[config.mk]
export PLATFORM = sky130hd
export DESIGN_NAME = ep4_cmd_parser_flat
export DESIGN_NICKNAME = d
export VERILOG_FILES = /design/src/rtl/ep4_cmd_parser_if.sv /design/src/rtl/ep4_cmd_parser.sv /design/src/flat_wrapper.sv
export SDC_FILE = /design/constraint.sdc
export NUM_CORES = 1
export LEC_CHECK = 0
export ABC_CLOCK_PERIOD_IN_PS = 4600
export CAP_MARGIN = 20
export CORE_MARGIN = 2
export CORE_UTILIZATION = 55
export CTS_BUF_LIST = sky130_fd_sc_hd__clkbuf_2
export CTS_CLUSTER_SIZE = 12
export DETAILED_ROUTE_END_ITERATION = 12
export GPL_TIMING_DRIVEN = 0
export PLACE_DENSITY_LB_ADDON = 0.05
export SETUP_SLACK_MARGIN = 0.5
export SLEW_MARGIN = 5
export SYNTH_ARGS = -nofsm -noshare
export SYNTH_HDL_FRONTEND = slang
export SYNTH_SLANG_ARGS = --single-unit
[constraint.sdc]
create_clock -name clk -period 4.6 [get_ports clk]
set_input_delay 0.69 -clock clk [delete_from_list [all_inputs] [get_ports clk]]
set_output_delay 0.69 -clock clk [all_outputs]
set_load 0.1 [all_outputs]
[src/rtl/ep4_cmd_parser_if.sv]
// Byte-stream input and controller-facing EP4 command port of the command parser.
// The parser takes the slave side; the FIFO drain and controller glue take the master side.
interface ep4_cmd_parser_if;
   logic [7:0]  in_data;
   logic        in_valid;
   logic        in_ready;
   logic [7:0]  cmd_id;
   logic [15:0] cmd_length;
   logic        cmd_ready;
   logic        cmd_read;
   logic [7:0]  cmd_data;
   logic        cmd_ack;

   modport master (
      output in_data, in_valid, cmd_read, cmd_ack,
      input  in_ready, cmd_id, cmd_length, cmd_ready, cmd_data
   );

   modport slave (
      input  in_data, in_valid, cmd_read, cmd_ack,
      output in_ready, cmd_id, cmd_length, cmd_ready, cmd_data
   );
endinterface

[src/rtl/ep4_cmd_parser.sv]
// EP4 command deframer: parses an ID + 16-bit length header and buffers the payload,
// then holds the finished command for the controller until it is acknowledged.
module ep4_cmd_parser #(
   parameter int MAX_COMMAND_LENGTH = 8,
   parameter int PTR_W              = 4
) (
   input  logic                  clk,
   input  logic                  reset,
   ep4_cmd_parser_if.slave       bus,
   output logic                  overflow,
   output logic [7:0]            cmd_count
);

   typedef enum logic [2:0] {
      HDR_ID,
      HDR_LEN_HI,
      HDR_LEN_LO,
      PAYLOAD,
      HOLD
   } state_t;

   localparam logic [15:0] MAX_LEN = 16'(MAX_COMMAND_LENGTH);

   state_t         state;
   state_t         next_state;
   logic           accept;
   logic           last_byte;
   logic [15:0]    len_raw;
   logic [15:0]    len_full;
   logic [15:0]    byte_cnt;
   logic [15:0]    rd_ext;
   logic [15:0]    cmd_length;
   logic [7:0]     cmd_id;
   logic [PTR_W-1:0] rd_ptr;
   logic [7:0]     payload_buf [2**PTR_W];

   assign len_full       = {len_raw[15:8], bus.in_data};
   assign last_byte      = (byte_cnt == len_raw - 16'd1);
   assign rd_ext         = 16'(rd_ptr);
   assign bus.cmd_id     = cmd_id;
   assign bus.cmd_length = cmd_length;

   always_ff @(posedge clk or negedge reset) begin
      if (!reset) state <= HDR_ID;
      else        state <= next_state;
   end

   always_comb begin
      next_state    = state;
      accept        = bus.in_valid && (state != HOLD);
      bus.in_ready  = (state != HOLD);
      bus.cmd_ready = (state == HOLD);
      case (state)
         HDR_ID:     if (accept) next_state = HDR_LEN_HI;
         HDR_LEN_HI: if (accept) next_state = HDR_LEN_LO;
         HDR_LEN_LO: if (accept) next_state = (len_full == 16'd0) ? HOLD : PAYLOAD;
         PAYLOAD:    if (accept && last_byte) next_state = HOLD;
         HOLD:       if (bus.cmd_ack) next_state = HDR_ID;
         default:    next_state = HDR_ID;
      endcase
   end

   // Header fields stay frozen through HOLD; only a new ID byte clears overflow.
   always_ff @(posedge clk or negedge reset) begin
      if (!reset) begin
         cmd_id     <= 8'h00;
         cmd_length <= 16'd0;
         overflow   <= 1'b0;
         len_raw    <= 16'd0;
         byte_cnt   <= 16'd0;
         rd_ptr     <= '0;
         cmd_count  <= 8'h00;
      end else begin
         case (state)
            HDR_ID: if (accept) begin
               cmd_id   <= bus.in_data;
               overflow <= 1'b0;
            end
            HDR_LEN_HI: if (accept) len_raw[15:8] <= bus.in_data;
            HDR_LEN_LO: if (accept) begin
               len_raw[7:0] <= bus.in_data;
               byte_cnt     <= 16'd0;
               rd_ptr       <= '0;
               cmd_length   <= (len_full > MAX_LEN) ? MAX_LEN : len_full;
               overflow     <= (len_full > MAX_LEN);
            end
            PAYLOAD: if (accept) begin
               byte_cnt <= byte_cnt + 16'd1;
               if (last_byte) rd_ptr <= '0;
            end
            HOLD: begin
               if (bus.cmd_ack) begin
                  rd_ptr    <= '0;
                  cmd_count <= cmd_count + 8'd1;
               end else if (bus.cmd_read && (rd_ext < cmd_length)) begin
                  rd_ptr <= rd_ptr + PTR_W'(1);
               end
            end
            default: ;
         endcase
      end
   end

   // Bytes beyond the buffer depth are still counted but never stored.
   always_ff @(posedge clk) begin
      if (state == PAYLOAD && accept && byte_cnt < MAX_LEN)
         payload_buf[byte_cnt[PTR_W-1:0]] <= bus.in_data;
   end

   always_comb begin
      bus.cmd_data = 8'h00;
      if (state == HOLD && rd_ext < cmd_length) bus.cmd_data = payload_buf[rd_ptr];
   end

endmodule

[src/flat_wrapper.sv]
// flat-port wrapper written by rule: the top's interface ports become plain ports
module ep4_cmd_parser_flat 
#(
   parameter int MAX_COMMAND_LENGTH = 8,
   parameter int PTR_W              = 4
)
  (clk, reset, overflow, cmd_count, bus_in_data, bus_in_valid, bus_cmd_read, bus_cmd_ack, bus_in_ready, bus_cmd_id, bus_cmd_length, bus_cmd_ready, bus_cmd_data);
  ep4_cmd_parser_if bus_i ();
  input  logic clk;
  input  logic reset;
  output logic overflow;
  output logic [7:0] cmd_count;
  input wire logic [$bits(bus_i.in_data)-1:0] bus_in_data;
  input wire logic [$bits(bus_i.in_valid)-1:0] bus_in_valid;
  input wire logic [$bits(bus_i.cmd_read)-1:0] bus_cmd_read;
  input wire logic [$bits(bus_i.cmd_ack)-1:0] bus_cmd_ack;
  output wire logic [$bits(bus_i.in_ready)-1:0] bus_in_ready;
  output wire logic [$bits(bus_i.cmd_id)-1:0] bus_cmd_id;
  output wire logic [$bits(bus_i.cmd_length)-1:0] bus_cmd_length;
  output wire logic [$bits(bus_i.cmd_ready)-1:0] bus_cmd_ready;
  output wire logic [$bits(bus_i.cmd_data)-1:0] bus_cmd_data;
  assign bus_i.in_data = bus_in_data;
  assign bus_i.in_valid = bus_in_valid;
  assign bus_i.cmd_read = bus_cmd_read;
  assign bus_i.cmd_ack = bus_cmd_ack;
  assign bus_in_ready = bus_i.in_ready;
  assign bus_cmd_id = bus_i.cmd_id;
  assign bus_cmd_length = bus_i.cmd_length;
  assign bus_cmd_ready = bus_i.cmd_ready;
  assign bus_cmd_data = bus_i.cmd_data;
  ep4_cmd_parser #(.MAX_COMMAND_LENGTH(MAX_COMMAND_LENGTH), .PTR_W(PTR_W)) u_core (.clk(clk), .reset(reset), .bus(bus_i), .overflow(overflow), .cmd_count(cmd_count));
endmodule
# Yosys cells after proc, flatten, opt, wreduce, memory -nomap -nowiden
# Memory sizes are Yosys's and may differ from the RTL's.
# Cells that the tools add are included.
dict set report classes {
  addsub 4
  n_lt_le_gt_ge 3
  mux 23
  n_eq_ne 14
  n_reduce_logical 19
}
# op count
set op_table {}
lappend op_table {{$mux W16} 3}
lappend op_table {{$pmux W16 S2} 1}
lappend op_table {{$mux W4} 5}
lappend op_table {{$mux W3} 6}
lappend op_table {{$add A16 B1 Y16 const B} 1}
lappend op_table {{$eq A16 B16 Y1} 1}
lappend op_table {{$gt A16 B4 Y1 const B} 1}
lappend op_table {{$logic_not A16 Y1} 1}
lappend op_table {{$lt A16 B4 Y1 const B} 1}
lappend op_table {{$lt A4 B16 Y1} 1}
lappend op_table {{$sub A16 B1 Y16 const B} 1}
lappend op_table {{$pmux W3 S5} 1}
lappend op_table {{$ne A2 B1 Y1 const B} 6}
lappend op_table {{$pmux W4 S3} 1}
lappend op_table {{$reduce_and A5 Y1} 2}
lappend op_table {{$add A8 B1 Y8 const B} 1}
lappend op_table {{$mux W8} 1}
lappend op_table {{$reduce_and A2 Y1} 4}
lappend op_table {{$eq A3 B2 Y1 const B} 2}
lappend op_table {{$logic_and A1 B1 Y1} 6}
lappend op_table {{$reduce_and A3 Y1} 2}
lappend op_table {{$add A4 B1 Y4 const B} 1}
lappend op_table {{$mux W1} 4}
lappend op_table {{$reduce_bool A2 Y1} 2}
lappend op_table {{8 further kinds} 8}
dict set report word_totals {
  n_memories 1
  out_inout_bits 43
  in_bits 13
  mem_bits_rw 128
  wordCells 73
  regBits 72
}
# memory depth word_bits rd rd_ports_with_merged_regs write_ports line
set memory_table {}
lappend memory_table {u_core.payload_buf 16 8 1 0 1 ep4_cmd_parser.sv:35} ;# logic [7:0] payload_buf [2**PTR_W];

# Depth between registers and ports, before layout
dict set report depth {
  ltp_word 6
  depth_mapped 10
  ltp_nobuf 9
}

# Worst setup path before layout
# No wires, ideal clock.
dict set report synth_path {
  path_kind {flip-flop to output port}
  start {reg u_core.cmd_length[1], in the netlist u_core.bus.cmd_length[1]}
  end {out bus_cmd_data[0]}
  path_stages_with_launch 7
  setup_slack_ps 500
  arrival_time_ps 3410
  t_required_ps 3910
  n_path_buf 0
  cell_sequence {dfrtp_1 > inv_1 > ha_1 > a21o_1 > a211o_1 > a21o_1 > nor2b_1}
}
dict set report synth_between {
  elab_chain_len 3
}
# element line
set synth_lines {}
lappend synth_lines {{start: declaration} ep4_cmd_parser.sv:32} ;# logic [15:0] cmd_length;
lappend synth_lines {{start signal: assignment} ep4_cmd_parser.sv:84} ;# cmd_length <= (len_full > MAX_LEN) ? MAX_LEN : len_full;
lappend synth_lines {{$lt A4 B16 Y1} ep4_cmd_parser.sv:112} ;# if (state == HOLD && rd_ext < cmd_length) bus.cmd_data = payload_buf[rd_ptr];
lappend synth_lines {{$logic_and A1 B1 Y1} ep4_cmd_parser.sv:112}
lappend synth_lines {{$mux W8} ep4_cmd_parser.sv:112}
lappend synth_lines {{end: declaration} flat_wrapper.sv:21} ;# output wire logic [$bits(bus_i.cmd_data)-1:0] bus_cmd_data;
# No other way between the ends.

# Worst setup path after layout
dict set report layout_path {
  start {reg u_core.rd_ptr[1]}
  end {out bus_cmd_data[5]}
}
dict set report layout_between {
  elab_chain_len 3
}
# element line
set layout_lines {}
lappend layout_lines {{start: declaration} ep4_cmd_parser.sv:34} ;# logic [PTR_W-1:0] rd_ptr;
lappend layout_lines {{start signal: assignment} ep4_cmd_parser.sv:96} ;# rd_ptr <= rd_ptr + PTR_W'(1);
lappend layout_lines {{$lt A4 B16 Y1} ep4_cmd_parser.sv:112}
lappend layout_lines {{$logic_and A1 B1 Y1} ep4_cmd_parser.sv:112}
lappend layout_lines {{$mux W8 (*)} ep4_cmd_parser.sv:112}
# Mark *: on every way between the ends. The rest lies on a longest branch, timed or not.

==> results summary <==
The largest net degree at the start of global routing is 49. The sum of routed wire length over all layers came out at 17600 um. The startpoint of the worst-slack reg-to-reg timing path is u_core.state[1]$_DFFE_PN0P_.

Sequential elements use 64.6% of the synthesized area. The clock net sink count came out at 200. Sorting the synthesized cells by how often they occur yields 128 x edfxtp_1, 72 x dfrtp_1, 49 x nand2_1. STA puts the critical path data required time at 3910 ps. The worst setup path is captured at a primary output. The simple-gate area share of the yosys netlist is 10.9%. The path class of the tightest hold or removal check is in -> reg. The cell count after synthesis came out at 583. The via count of the first global-routing pass is 5427. The total area inside the core boundary comes to 15700 sq um. In the routed layout, each cell is associated on average with a via count of 5.54.

The area added between synthesis and finish is 14.7%. Setup repair after global routing left no endpoint under its margin. Once the clock tree was built, the setup fixing pass inserted 0 buffers. The number of instances in the placed design is 918. The remaining antenna violation count came out at 0. In the final layout, the multi-input gates occupy 3170 sq um.

The first global-routing pass estimated 28200 um of wire. The path with the worst hold slack has its endpoint at u_core.state[0]$_DFFE_PN0P_. The tree is rooted in a clkbuf_2.

The fraction of layout cells with a size suffix above 1 is 16.6%. The total power density per cell area came out at 445 nW/um^2. The setup-violating endpoint count in the final report is 0. The compound-gate portion of the synthesized area came out at 4.75%. TritonCTS built the clock tree. The critical path start-end classification is reg -> out. The measured slew at the worst slew-check pin came out at 1000 ps.

The synthesized netlist contains 54 unique library cells. The average cell area after synthesis is 15.0 sq um. The portion of synthesized cell area occupied by the leading cell type is 44.0%. Setup slack on the worst reg-to-reg path comes out at 1340 ps. The height of the die came out at 130 um. The initial cell density of the core is 55.6%. The core utilization of the finished layout came out at 63.8%. The iteration-0 DRC count of the detailed router is 381. The endpoint of the most critical register-to-register path is u_core.payload_buf[1][5]$_DFFE_PP_. The share of synthesized area spent on multiplexers is 13.4%. The floorplan has 46 rows. The via count of the routed design is 5272.

56 I/O pins were placed. The non-filler instance count after layout is 952. Global routing used 22.4% of the available tracks across all layers.

The depth of the most critical reg-to-reg path came out at 9. The worst hold path startpoint is bus_in_valid. Clock-pin slew was measured on the worst setup and hold paths at 280 ps. The number of iterations in the first detailed-routing pass is 7. The number of synthesized register bits came out at 200. No sink is reached through more buffers than the 2 on the longest clock path.

The number of hold violations in the final report is 0. The placer congestion estimate is 0.892. The arrival time at the worst endpoint came out at 3180 ps.

edfxtp_1 is the most common cell in the netlist. Dividing the detail-routed wire length by the instance count gives 18.4 um. The number of buffers created by CTS came out at 17. The proportion of synthesized flip-flops having asynchronous set or reset is 36.0%. The number of pins exceeding their max-slew limit in the final report came to 0.

The setup total negative slack came out at 0 ps. The share of the synthesized netlist area taken by xor and xnor gates came out at 2.91%. The biggest fanout along the worst timing path is 10. The footprint of the flip-flops and latches is 5650 sq um. The dominant synthesized flop cell is edfxtp_1.

After synthesis, the largest family of logic cells by area is multiplexers. The time the worst path needs with I/O delays and setup came out at 3870 ps. The total congestion overflow after global routing came out at 0. The clock arrives with 48.7 ps of skew. In the post-synthesis netlist, the biggest area contributors are edfxtp_1 44%, dfrtp_1 21%, mux4_2 10%. The floorplan step defined a die boundary enclosing 16900 sq um. edfxtp_1 takes more of the synthesized area than any other cell.

The floorplan step set the die width to 130 um. The highest attainable clock frequency came out at 258 MHz. The initial antenna violation count came out at 1. The final routed DRC violation total came out at 0. STA classifies the critical path startpoint as a flip-flop.

The half-perimeter wire length of the detailed placement result came out at 12200 um. CTS built an H-tree with a depth of 4. The worst slew slack as a fraction of its limit came out at 33.2%. Of the total synthesized cell area, the portion taken by full adders, half adders and majority gates is 1.43%.

The final critical path takes up 84.2% of the cycle. The number of max-cap violations is 0. The run finished with clean final reports.

The count of input and output buffers is 54. The number of enable flip-flop cells after synthesis is 128. The cell depth of the worst min-delay path came out at 3.

The synthesis warning total came out at 0. The filler cells instantiated in the layout total 1213. The number of nets in the final layout is 745. The maximum vdd drop is 0.000238 V.

The clock latency at the later pin of the worst-skew pair came out at 780 ps. The cell area after synthesis is 8740 sq um. The analysis attributes to cell leakage a power of 3.85 nW.
-- worst max-delay path, cell delays in order (launching register included) --
cell and delay (ps):
dfrtp_1 460, clkbuf_2 300, clkbuf_2 370, mux4_2 370, mux4_2 480, nor2b_1 140
buf_2 300
-- sequential cells by signal, summed over array words and instances (netlist names) --
signal / flops
u_core.rd_ptr: 4
u_core.cmd_count: 8
u_core.bus.cmd_length: 16
u_core.state: 3
u_core.overflow: 1
u_core.payload_buf: 128
u_core.len_raw: 16
u_core.byte_cnt: 16
u_core.bus.cmd_id: 8
-- metal layers --
layer  vias to the layer above  wire length, um  global-route usage [%]  share of wire, %
li1                       2422                -                       -                 -
met1                      2720             7510                    28.9                43
met2                       109             9290                    39.1                53
met3                        21              506                    3.81               2.9
met4                         0              250                    7.08               1.4
met5                         -                0                       0                 0
-- cell type report --
| type | instances | area share [%] |
|---|---|---|
| diodes | 1 | 0.0250 |
| well taps | 216 | 2.70 |
| clock inverters | 15 | 1.17 |
| repair buffers | 57 | 5.42 |
| multi-input cells | 406 | 31.6 |
| inverters | 14 | 0.524 |
| plain buffers | 26 | 1.36 |
| flip-flops and latches | 200 | 56.3 |
| clock buffers | 17 | 0.849 |
-- through the flow --
| stage | setup slack (ps) | total power, mW | hold slack, ps | cell area [sq um] |
|---|---|---|---|---|
| after detailed placement | 355 | 3.71 | 470 | 9820 |
| after global placement | 380 | 3.65 | 464 | 9780 |
| final | 726 | 4.46 | 272 | 10000 |
| after CTS | 344 | 4.48 | 226 | 10000 |
| after floorplan | 500 | 3.35 | 394 | 8970 |
| after global routing | 545 | 4.70 | 189 | 10000 |
-- placed cells by master, fill, tap and decap left out, drive strengths merged, types with 4 or more instances in the layout --
master,n
clkinv,6
edfxtp,128
clkdlybuf4s50,45
xnor2,14
dfrtp,72
nor2b,9
nand2b,5
buf,16
inv,23
conb,64
and2,24
o21ai,23
or3,6
ha,10
a22o,9
nor4,13
nor3,12
nand4,4
clkbuf,38
mux2,19
nand3,12
a21oi,9
mux2i,6
nor3b,4
nor2,19
and3,8
xor2,15
nand2,49
mux4,40
-- where the power goes --
part	switching (mW)	leakage [nW]	internal, mW
Sequential	0.183	2.10	2.11
Clock	0.614	0.140	0.159
Combinational	0.826	1.61	0.570
Total	1.62	3.85	2.84
-- cell families (layout without fill, tap and decap cells) --
logic type	after synthesis	count (layout)
flops	200	200
simple gates	175	175
mux	65	65
compound gates	63	63
buf+inv	40	129
xor+xnor	29	29
fa+ha+maj	10	10
other cells	1	65
-- how the worst max path moves through the flow --
stage / startpoint / endpoint / slack, ps / cells past startpoint
floorplan: u_core.bus.cmd_length[1]$_DFFE_PN0P_ / bus_cmd_data[0] / 500 / 6
global placement: u_core.rd_ptr[1]$_DFFE_PN0P_ / bus_cmd_data[2] / 380 / 6
detailed placement: u_core.rd_ptr[1]$_DFFE_PN0P_ / bus_cmd_data[0] / 350 / 6
CTS: u_core.rd_ptr[0]$_DFFE_PN0P_ / bus_cmd_data[0] / 340 / 6
global route: u_core.rd_ptr[0]$_DFFE_PN0P_ / bus_cmd_data[4] / 540 / 7
finish: u_core.rd_ptr[1]$_DFFE_PN0P_ / bus_cmd_data[5] / 730 / 6
-- repair_timing --
item                       4_1_cts  5_1_grt
resized for setup               45        6
hold endpoints to repair        24        0
hold buffers                     1        0
setup endpoints to repair        8        8
pin swaps                        0        0
No activity file was read; power rests on OpenSTA's default activity.
